==> src/rtl/uart_rx_ctrl_pkg.sv <==
// Shared definitions for the UART receive controller: register map,
// STATUS/CTRL bit positions and the capture FSM state encoding.
package uart_rx_ctrl_pkg;

    localparam logic [3:0] ADDR_DATA   = 4'h0;
    localparam logic [3:0] ADDR_STATUS = 4'h4;
    localparam logic [3:0] ADDR_CTRL   = 4'h8;

    localparam int ST_NEMPTY = 0;
    localparam int ST_FULL   = 1;
    localparam int ST_OVR    = 2;
    localparam int ST_PERR   = 3;

    localparam int CT_RXEN   = 0;
    localparam int CT_IRQEN  = 1;
    localparam int CT_FLUSH  = 2;

    typedef enum logic [1:0] {
        S_IDLE  = 2'd0,
        S_CHECK = 2'd1,
        S_PUSH  = 2'd2
    } rx_state_t;

endpackage

==> src/rtl/uart_rx_fifo.sv <==
// Synchronous frame FIFO; a push into a full FIFO is accepted when a pop
// happens in the same cycle, and flush overrides both.
module uart_rx_fifo #(
    parameter int DEPTH = 4,
    parameter int WIDTH = 9,
    localparam int AW   = $clog2(DEPTH)
) (
    input  logic             clk,
    input  logic             rst,
    input  logic             push,
    input  logic             pop,
    input  logic             flush,
    input  logic [WIDTH-1:0] din,
    output logic [WIDTH-1:0] dout,
    output logic             full,
    output logic             empty,
    output logic [AW:0]      count
);

    logic [WIDTH-1:0] mem [DEPTH];
    logic [AW-1:0]    rd_ptr;
    logic [AW-1:0]    wr_ptr;
    logic             do_push;
    logic             do_pop;

    assign empty   = (count == '0);
    assign full    = (count == (AW+1)'(DEPTH));
    assign do_pop  = pop && !empty;
    assign do_push = push && (!full || do_pop);
    assign dout    = mem[rd_ptr];

    // Pointers are exactly AW bits wide so they wrap modulo DEPTH for free.
    always_ff @(posedge clk or posedge rst) begin
        if (rst) begin
            rd_ptr <= '0;
            wr_ptr <= '0;
            count  <= '0;
        end else if (flush) begin
            rd_ptr <= '0;
            wr_ptr <= '0;
            count  <= '0;
        end else begin
            if (do_push) wr_ptr <= wr_ptr + AW'(1);
            if (do_pop)  rd_ptr <= rd_ptr + AW'(1);
            case ({do_push, do_pop})
                2'b10:   count <= count + (AW+1)'(1);
                2'b01:   count <= count - (AW+1)'(1);
                default: count <= count;
            endcase
        end
    end

    always_ff @(posedge clk) begin
        if (do_push && !flush) mem[wr_ptr] <= din;
    end

endmodule

==> src/rtl/uart_rx_ctrl.sv <==
// Memory-mapped UART receive controller: captures frames on rx_ready rising
// edges, checks parity, buffers them and exposes DATA/STATUS/CTRL registers.
module uart_rx_ctrl
    import uart_rx_ctrl_pkg::*;
#(
    parameter int FIFO_DEPTH = 4,
    parameter bit PARITY_EN  = 1'b1,
    parameter bit PARITY_ODD = 1'b0
) (
    input  logic        clk,
    input  logic        rst,
    input  logic [8:0]  rx_frame,
    input  logic        rx_ready,
    input  logic        sel,
    input  logic [3:0]  addr,
    input  logic        re,
    input  logic        we,
    input  logic [31:0] wdata,
    output logic [31:0] rdata,
    output logic        irq
);

    localparam int CW = $clog2(FIFO_DEPTH) + 1;

    rx_state_t   state;
    logic [8:0]  hold;
    logic        perr;
    logic        rdy_q;
    logic        rx_edge;
    logic        rx_en;
    logic        irq_en;
    logic        ovr;
    logic        perr_sticky;

    logic        rd_data;
    logic        wr_status;
    logic        wr_ctrl;
    logic        flush_now;

    logic        fifo_push;
    logic        fifo_pop;
    logic [8:0]  fifo_dout;
    logic        fifo_full;
    logic        fifo_empty;
    logic [CW-1:0] fifo_count;

    logic        ovr_set;
    logic        perr_set;
    logic [31:0] status_word;
    logic        unused_wdata;

    assign unused_wdata = ^wdata[31:4];

    assign rx_edge   = rx_ready && !rdy_q;
    assign rd_data   = sel && re && (addr == ADDR_DATA);
    assign wr_status = sel && we && (addr == ADDR_STATUS);
    assign wr_ctrl   = sel && we && (addr == ADDR_CTRL);
    assign flush_now = wr_ctrl && wdata[CT_FLUSH];

    assign fifo_push = (state == S_PUSH) && !flush_now;
    assign fifo_pop  = rd_data;

    // A full FIFO only drops the frame when no pop frees a slot this cycle;
    // an edge arriving mid-capture is also lost and reported as overrun.
    assign ovr_set  = (fifo_push && fifo_full && !fifo_pop)
                    || (rx_edge && (state != S_IDLE));
    assign perr_set = (state == S_PUSH) && perr;

    uart_rx_fifo #(
        .DEPTH (FIFO_DEPTH),
        .WIDTH (9)
    ) u_fifo (
        .clk   (clk),
        .rst   (rst),
        .push  (fifo_push),
        .pop   (fifo_pop),
        .flush (flush_now),
        .din   ({perr, hold[7:0]}),
        .dout  (fifo_dout),
        .full  (fifo_full),
        .empty (fifo_empty),
        .count (fifo_count)
    );

    always_ff @(posedge clk or posedge rst) begin
        if (rst) rdy_q <= 1'b0;
        else     rdy_q <= rx_ready;
    end

    // Capture FSM: latch the frame, evaluate parity, then hand it to the FIFO.
    always_ff @(posedge clk or posedge rst) begin
        if (rst) begin
            state <= S_IDLE;
            hold  <= '0;
            perr  <= 1'b0;
        end else if (flush_now) begin
            state <= S_IDLE;
        end else begin
            case (state)
                S_IDLE: begin
                    if (rx_edge && rx_en) begin
                        hold  <= rx_frame;
                        state <= S_CHECK;
                    end
                end
                S_CHECK: begin
                    perr  <= PARITY_EN && ((^hold) != PARITY_ODD);
                    state <= S_PUSH;
                end
                S_PUSH:  state <= S_IDLE;
                default: state <= S_IDLE;
            endcase
        end
    end

    always_ff @(posedge clk or posedge rst) begin
        if (rst) begin
            rx_en  <= 1'b0;
            irq_en <= 1'b0;
        end else if (wr_ctrl) begin
            rx_en  <= wdata[CT_RXEN];
            irq_en <= wdata[CT_IRQEN];
        end
    end

    // Sticky flags: write-1-to-clear, with a same-cycle set taking priority.
    always_ff @(posedge clk or posedge rst) begin
        if (rst) begin
            ovr         <= 1'b0;
            perr_sticky <= 1'b0;
        end else begin
            ovr         <= ovr_set  || (ovr && !(wr_status && wdata[ST_OVR]));
            perr_sticky <= perr_set || (perr_sticky && !(wr_status && wdata[ST_PERR]));
        end
    end

    always_comb begin
        status_word            = '0;
        status_word[ST_NEMPTY] = !fifo_empty;
        status_word[ST_FULL]   = fifo_full;
        status_word[ST_OVR]    = ovr;
        status_word[ST_PERR]   = perr_sticky;
        status_word[8:4]       = 5'(fifo_count);
    end

    always_ff @(posedge clk or posedge rst) begin
        if (rst) begin
            rdata <= '0;
        end else if (sel && re) begin
            case (addr)
                ADDR_DATA:   rdata <= fifo_empty ? 32'd0 : {23'd0, fifo_dout};
                ADDR_STATUS: rdata <= status_word;
                ADDR_CTRL:   rdata <= {30'd0, irq_en, rx_en};
                default:     rdata <= '0;
            endcase
        end
    end

    always_ff @(posedge clk or posedge rst) begin
        if (rst) irq <= 1'b0;
        else     irq <= irq_en && (!fifo_empty || ovr || perr_sticky);
    end

endmodule

==> config.mk <==
export PLATFORM = sky130hd
export DESIGN_NAME = uart_rx_ctrl
export DESIGN_NICKNAME = d
export VERILOG_FILES = /design/src/rtl/uart_rx_ctrl_pkg.sv /design/src/rtl/uart_rx_fifo.sv /design/src/rtl/uart_rx_ctrl.sv
export SDC_FILE = /design/constraint.sdc
export NUM_CORES = 1
export LEC_CHECK = 0
export BUFFER_PORTS_ARGS = -buffer_cell sky130_fd_sc_hd__buf_4
export CORE_UTILIZATION = 55
export CTS_CLUSTER_SIZE = 20
export DETAILED_ROUTE_END_ITERATION = 8
export PLACE_DENSITY_LB_ADDON = 0.15
export SYNTH_ARGS = -nofsm -noshare
export SYNTH_HDL_FRONTEND = slang
export SYNTH_SLANG_ARGS = --single-unit
==> constraint.sdc <==
create_clock -name clk -period 4.1 [get_ports clk]
set_input_delay 0 -clock clk [delete_from_list [all_inputs] [get_ports clk]]
set_output_delay 0 -clock clk [all_outputs]
set_load 0.01 [all_outputs]
==> summary.md <==
| Metric | Value |
|---|---|
| Antenna Nets Post-Route | `0` |
| Die height | `78.1 um` |
| Gr busiest metal | `met2` |
| Met1 Resource Use GR | `0.261` |
| Synth async-reset ratio | `0.486` |
| R2R depth | `7` |
| Clock sink count | `70` |
| Relative slew slack | `0.255` |
| Flop pwr share | `0.503` |
| Max-cap violations | `0` |
| Gpl congestion | `0.767` |
| Worst Hold Class | `input pin to flip-flop` |
| Primary FF master, synth | `edfxtp_1` |
| Synth top area cells | `edfxtp_1 (34%), dfrtp_1 (27%), mux4_2 (6.4%), buf_4 (5.4%), mux2_2 (4.2%)` |
| Final period utilization | `0.534` |
| DP Area | `3410 um2` |
| Initial DRC count | `74` |
| Sw Ratio | `0.308` |
| Setup crit end kind | `flip-flop` |
| Horiz. Die Dim | `78.1 um` |
| Synth unique cells | `44` |
| Remaining DRCs | `0` |
| Power Density | `561 nW/um2` |
| Clock Root Buffer | `clkbuf_8` |
| Int Pwr | `1.46 mW` |
| Crit path capture | `u_fifo.count[2]$_DFFE_PP0P_` |
| Maximum clock path buffer count | `2` |
| Top Ports | `84` |
| Worst path required time | `4.37 ns` |
| Grt ovf | `0` |
| Outcome | `finished, final reports clean` |
| Post-synth top cells | `edfxtp_1 (36), dfrtp_1 (34), buf_4 (23)` |
| Synthesis-stage register bit count | `70` |
| Tot Pwr | `2.11 mW` |
| Yosys top cell area share | `0.340` |
| Reg clk slew, reported paths | `0.08 ns` |
| Diodes inserted | `0` |
| H-Tree Depth | `3` |
| Via count of the first global-routing pass | `1,807` |
| Critical Path Fanout Max | `8` |
| Routed vias/inst | `5.39` |
| DR vias | `1,893` |
| CTS tree | `yes` |
| Core Area | `5540 um2` |
| Port Buf Inserts | `32` |
| First-pass GRT wire length | `8.98 mm` |
| Crit start category | `flip-flop` |
| Area grow syn2layout | `18.1%` |
| Slew Viols, Final | `0` |
| Worst-Margin Slew | `1.11 ns` |
| Clock network fraction of design power | `0.267` |
| Die footprint | `6100 um2` |
| Worst r2r dst | `u_fifo.count[2]$_DFFE_PP0P_` |
| Leak | `1.54 nW` |
| Routing usage on met3 | `0.0442` |
| F_max | `457 MHz` |
| Fillers | `397` |
| Cell taking the most area after synthesis | `edfxtp_1` |
| Gate Count Post-Synth | `222` |
| Initial antenna violation count | `0` |
| EDFF count, synth | `36` |
| WL per Instance | `15.4 um` |
| GRT Overall Usage | `0.201` |
| Pin count of the biggest net entering global routing | `35` |
| Post-detail-place hpwl | `3.65 mm` |
| Hold path startpoint | `addr[3]` |
| CP arrival | `2.46 ns` |
| Setup Fix Bufs, Post-CTS | `0` |
| Worst Skew | `0.0123 ns` |
| Crit Reg-Reg Startpoint | `u_fifo.count[1]$_DFFE_PP0P_` |
| Multi-input logic area | `1120 um2` |
| R2r setup slk | `1.91 ns` |
| Syn_area_per_cell | `14.3 um2` |
| Sequential area share after synthesis | `0.607` |
| Comb pwr share | `0.230` |
| Worst setup path category | `flip-flop to flip-flop` |
| Crit. Startpoint | `u_fifo.count[1]$_DFFE_PP0P_` |
| TritonCTS Buffers | `9` |
| Post-Route WL | `5.40 mm` |
| Clock Latency Late Sink | `0.35 ns` |
| Initial DRT Pass Iterations | `4` |
| RSZ-0062 raised after global routing | `false` |
| Design Area, Final | `3760 um2` |
| Setup violators final | `0` |
| Switching pwr | `0.648 mW` |
| Post-CTS Hold Buffers | `15` |
| Initial Util | `0.575` |
| Fraction of layout cells with a size suffix above 1 | `0.283` |
| Final hold vios | `0` |
| Syn. warnings | `0` |
| Seq. cell area | `1930 um2` |
| Post_cts resized | `0` |
| TNS Setup | `0 ns` |
| Met2 usage | `0.325` |
| Final min period | `2.19 ns` |
| Most common cell in the netlist | `edfxtp_1` |
| Post-layout nets | `330` |
| Num rows | `27` |
| Max VDD drop | `0.425 mV` |
| Mapped Area | `3180 um2` |
-- flip-flops by register name, indices dropped and copies added, names as in the netlist, 2 cells and up --
name	cells
hold	9
u_fifo.wr_ptr	2
u_fifo.rd_ptr	2
u_fifo.mem	36
u_fifo.count	3
rdata	9
state	2
-- cells by family (layout without fill, tap and decap cells) --
kind of cell	count (synthesis)	count (layout)	synth area share
DFF	70	70	0.607
and+or+nand+nor	49	49	0.0880
buffers and inverters	34	69	0.0680
AOI/OAI and AO/OA	28	28	0.0711
muxes	22	22	0.109
xor gates and xnor gates	13	13	0.0358
adders and majority gates	5	5	0.0197
other	1	23	0.00118
-- metrics by stage --
stage          worst slack [ns]  cells   util  hold slack (ns)
2_1_floorplan              2.05    244      -           0.0314
3_3_place_gp               1.98    320  0.615            0.116
3_5_place_dp               1.94    320  0.615            0.122
4_1_cts                    1.92    351  0.678          0.00975
5_1_grt                    1.77    351  0.678           0.0416
6_report                   1.91    351  0.678           0.0162
-- worst min path at each step --
stage / cells past startpoint / end / slack [ns]
finish: 3 / rdata[0]$_DFFE_PP0P_ / 0.02
floorplan: 0 / rdy_q$_DFF_PP0_ / 0.03
global route: 3 / rdata[0]$_DFFE_PP0P_ / 0.04
detailed placement: 1 / rdy_q$_DFF_PP0_ / 0.12
CTS: 3 / rdata[0]$_DFFE_PP0P_ / 0.01
global placement: 1 / rdy_q$_DFF_PP0_ / 0.12
-- routing by layer --
| metal | part of all wire | wire length (um) | up-vias |
|---|---|---|---|
| li1 | - | - | 888 |
| met3 | 0.063 | 339 | 10 |
| met1 | 0.43 | 2340 | 912 |
| met4 | 0.016 | 89 | 0 |
| met5 | 0 | 0 | - |
| met2 | 0.49 | 2630 | 83 |
-- layout make-up --
| cell class | instances | area share |
|---|---|---|
| multi-input cells | 140 | 0.297 |
| clock buffers | 9 | 0.0330 |
| flip-flops and latches | 70 | 0.514 |
| inverters | 5 | 0.00499 |
| repair buffers | 48 | 0.106 |
| clock inverters | 7 | 0.0210 |
| well taps | 72 | 0.0240 |
-- critical path, cell delays in order (launching register included) --
cell and delay [ns]:
dfrtp_1 0.54, nor3_1 0.15, or4_4 0.57, xnor2_1 0.18, ha_1 0.21, nor3_2 0.05
a41oi_1 0.21, mux2i_1 0.20
-- cells in the final DEF, fill, tap and decap left out, types with 2 or more instances in the layout --
cell	n
edfxtp_1	36
dfrtp_1	34
buf_4	33
conb_1	23
dlygate4sd3_1	15
nand2_1	14
mux2_2	12
mux4_2	9
nor2_1	9
xnor2_1	9
clkbuf_8	9
o21ai_0	7
and3_1	6
inv_1	5
a32oi_1	5
ha_1	5
xor2_1	4
nor3_1	3
a22o_1	3
inv_6	3
clkinvlp_4	3
or3_1	2
nor4_1	2
or4_4	2
nor2b_1	2
a21oi_1	2
a31oi_1	2
-- power groups by stage --
| stage | sequential, mW | clock (mW) | combinational, mW |
|---|---|---|---|
| global route | 1.08 | 0.602 | 0.540 |
| finish | 1.06 | 0.563 | 0.485 |
| detailed placement | 1.08 | 0 | 0.473 |
| floorplan | 0.997 | 0 | 0.438 |
| CTS | 1.06 | 0.571 | 0.486 |
| global placement | 1.07 | 0 | 0.468 |
Note: power is estimated with default switching activity, not from simulation.
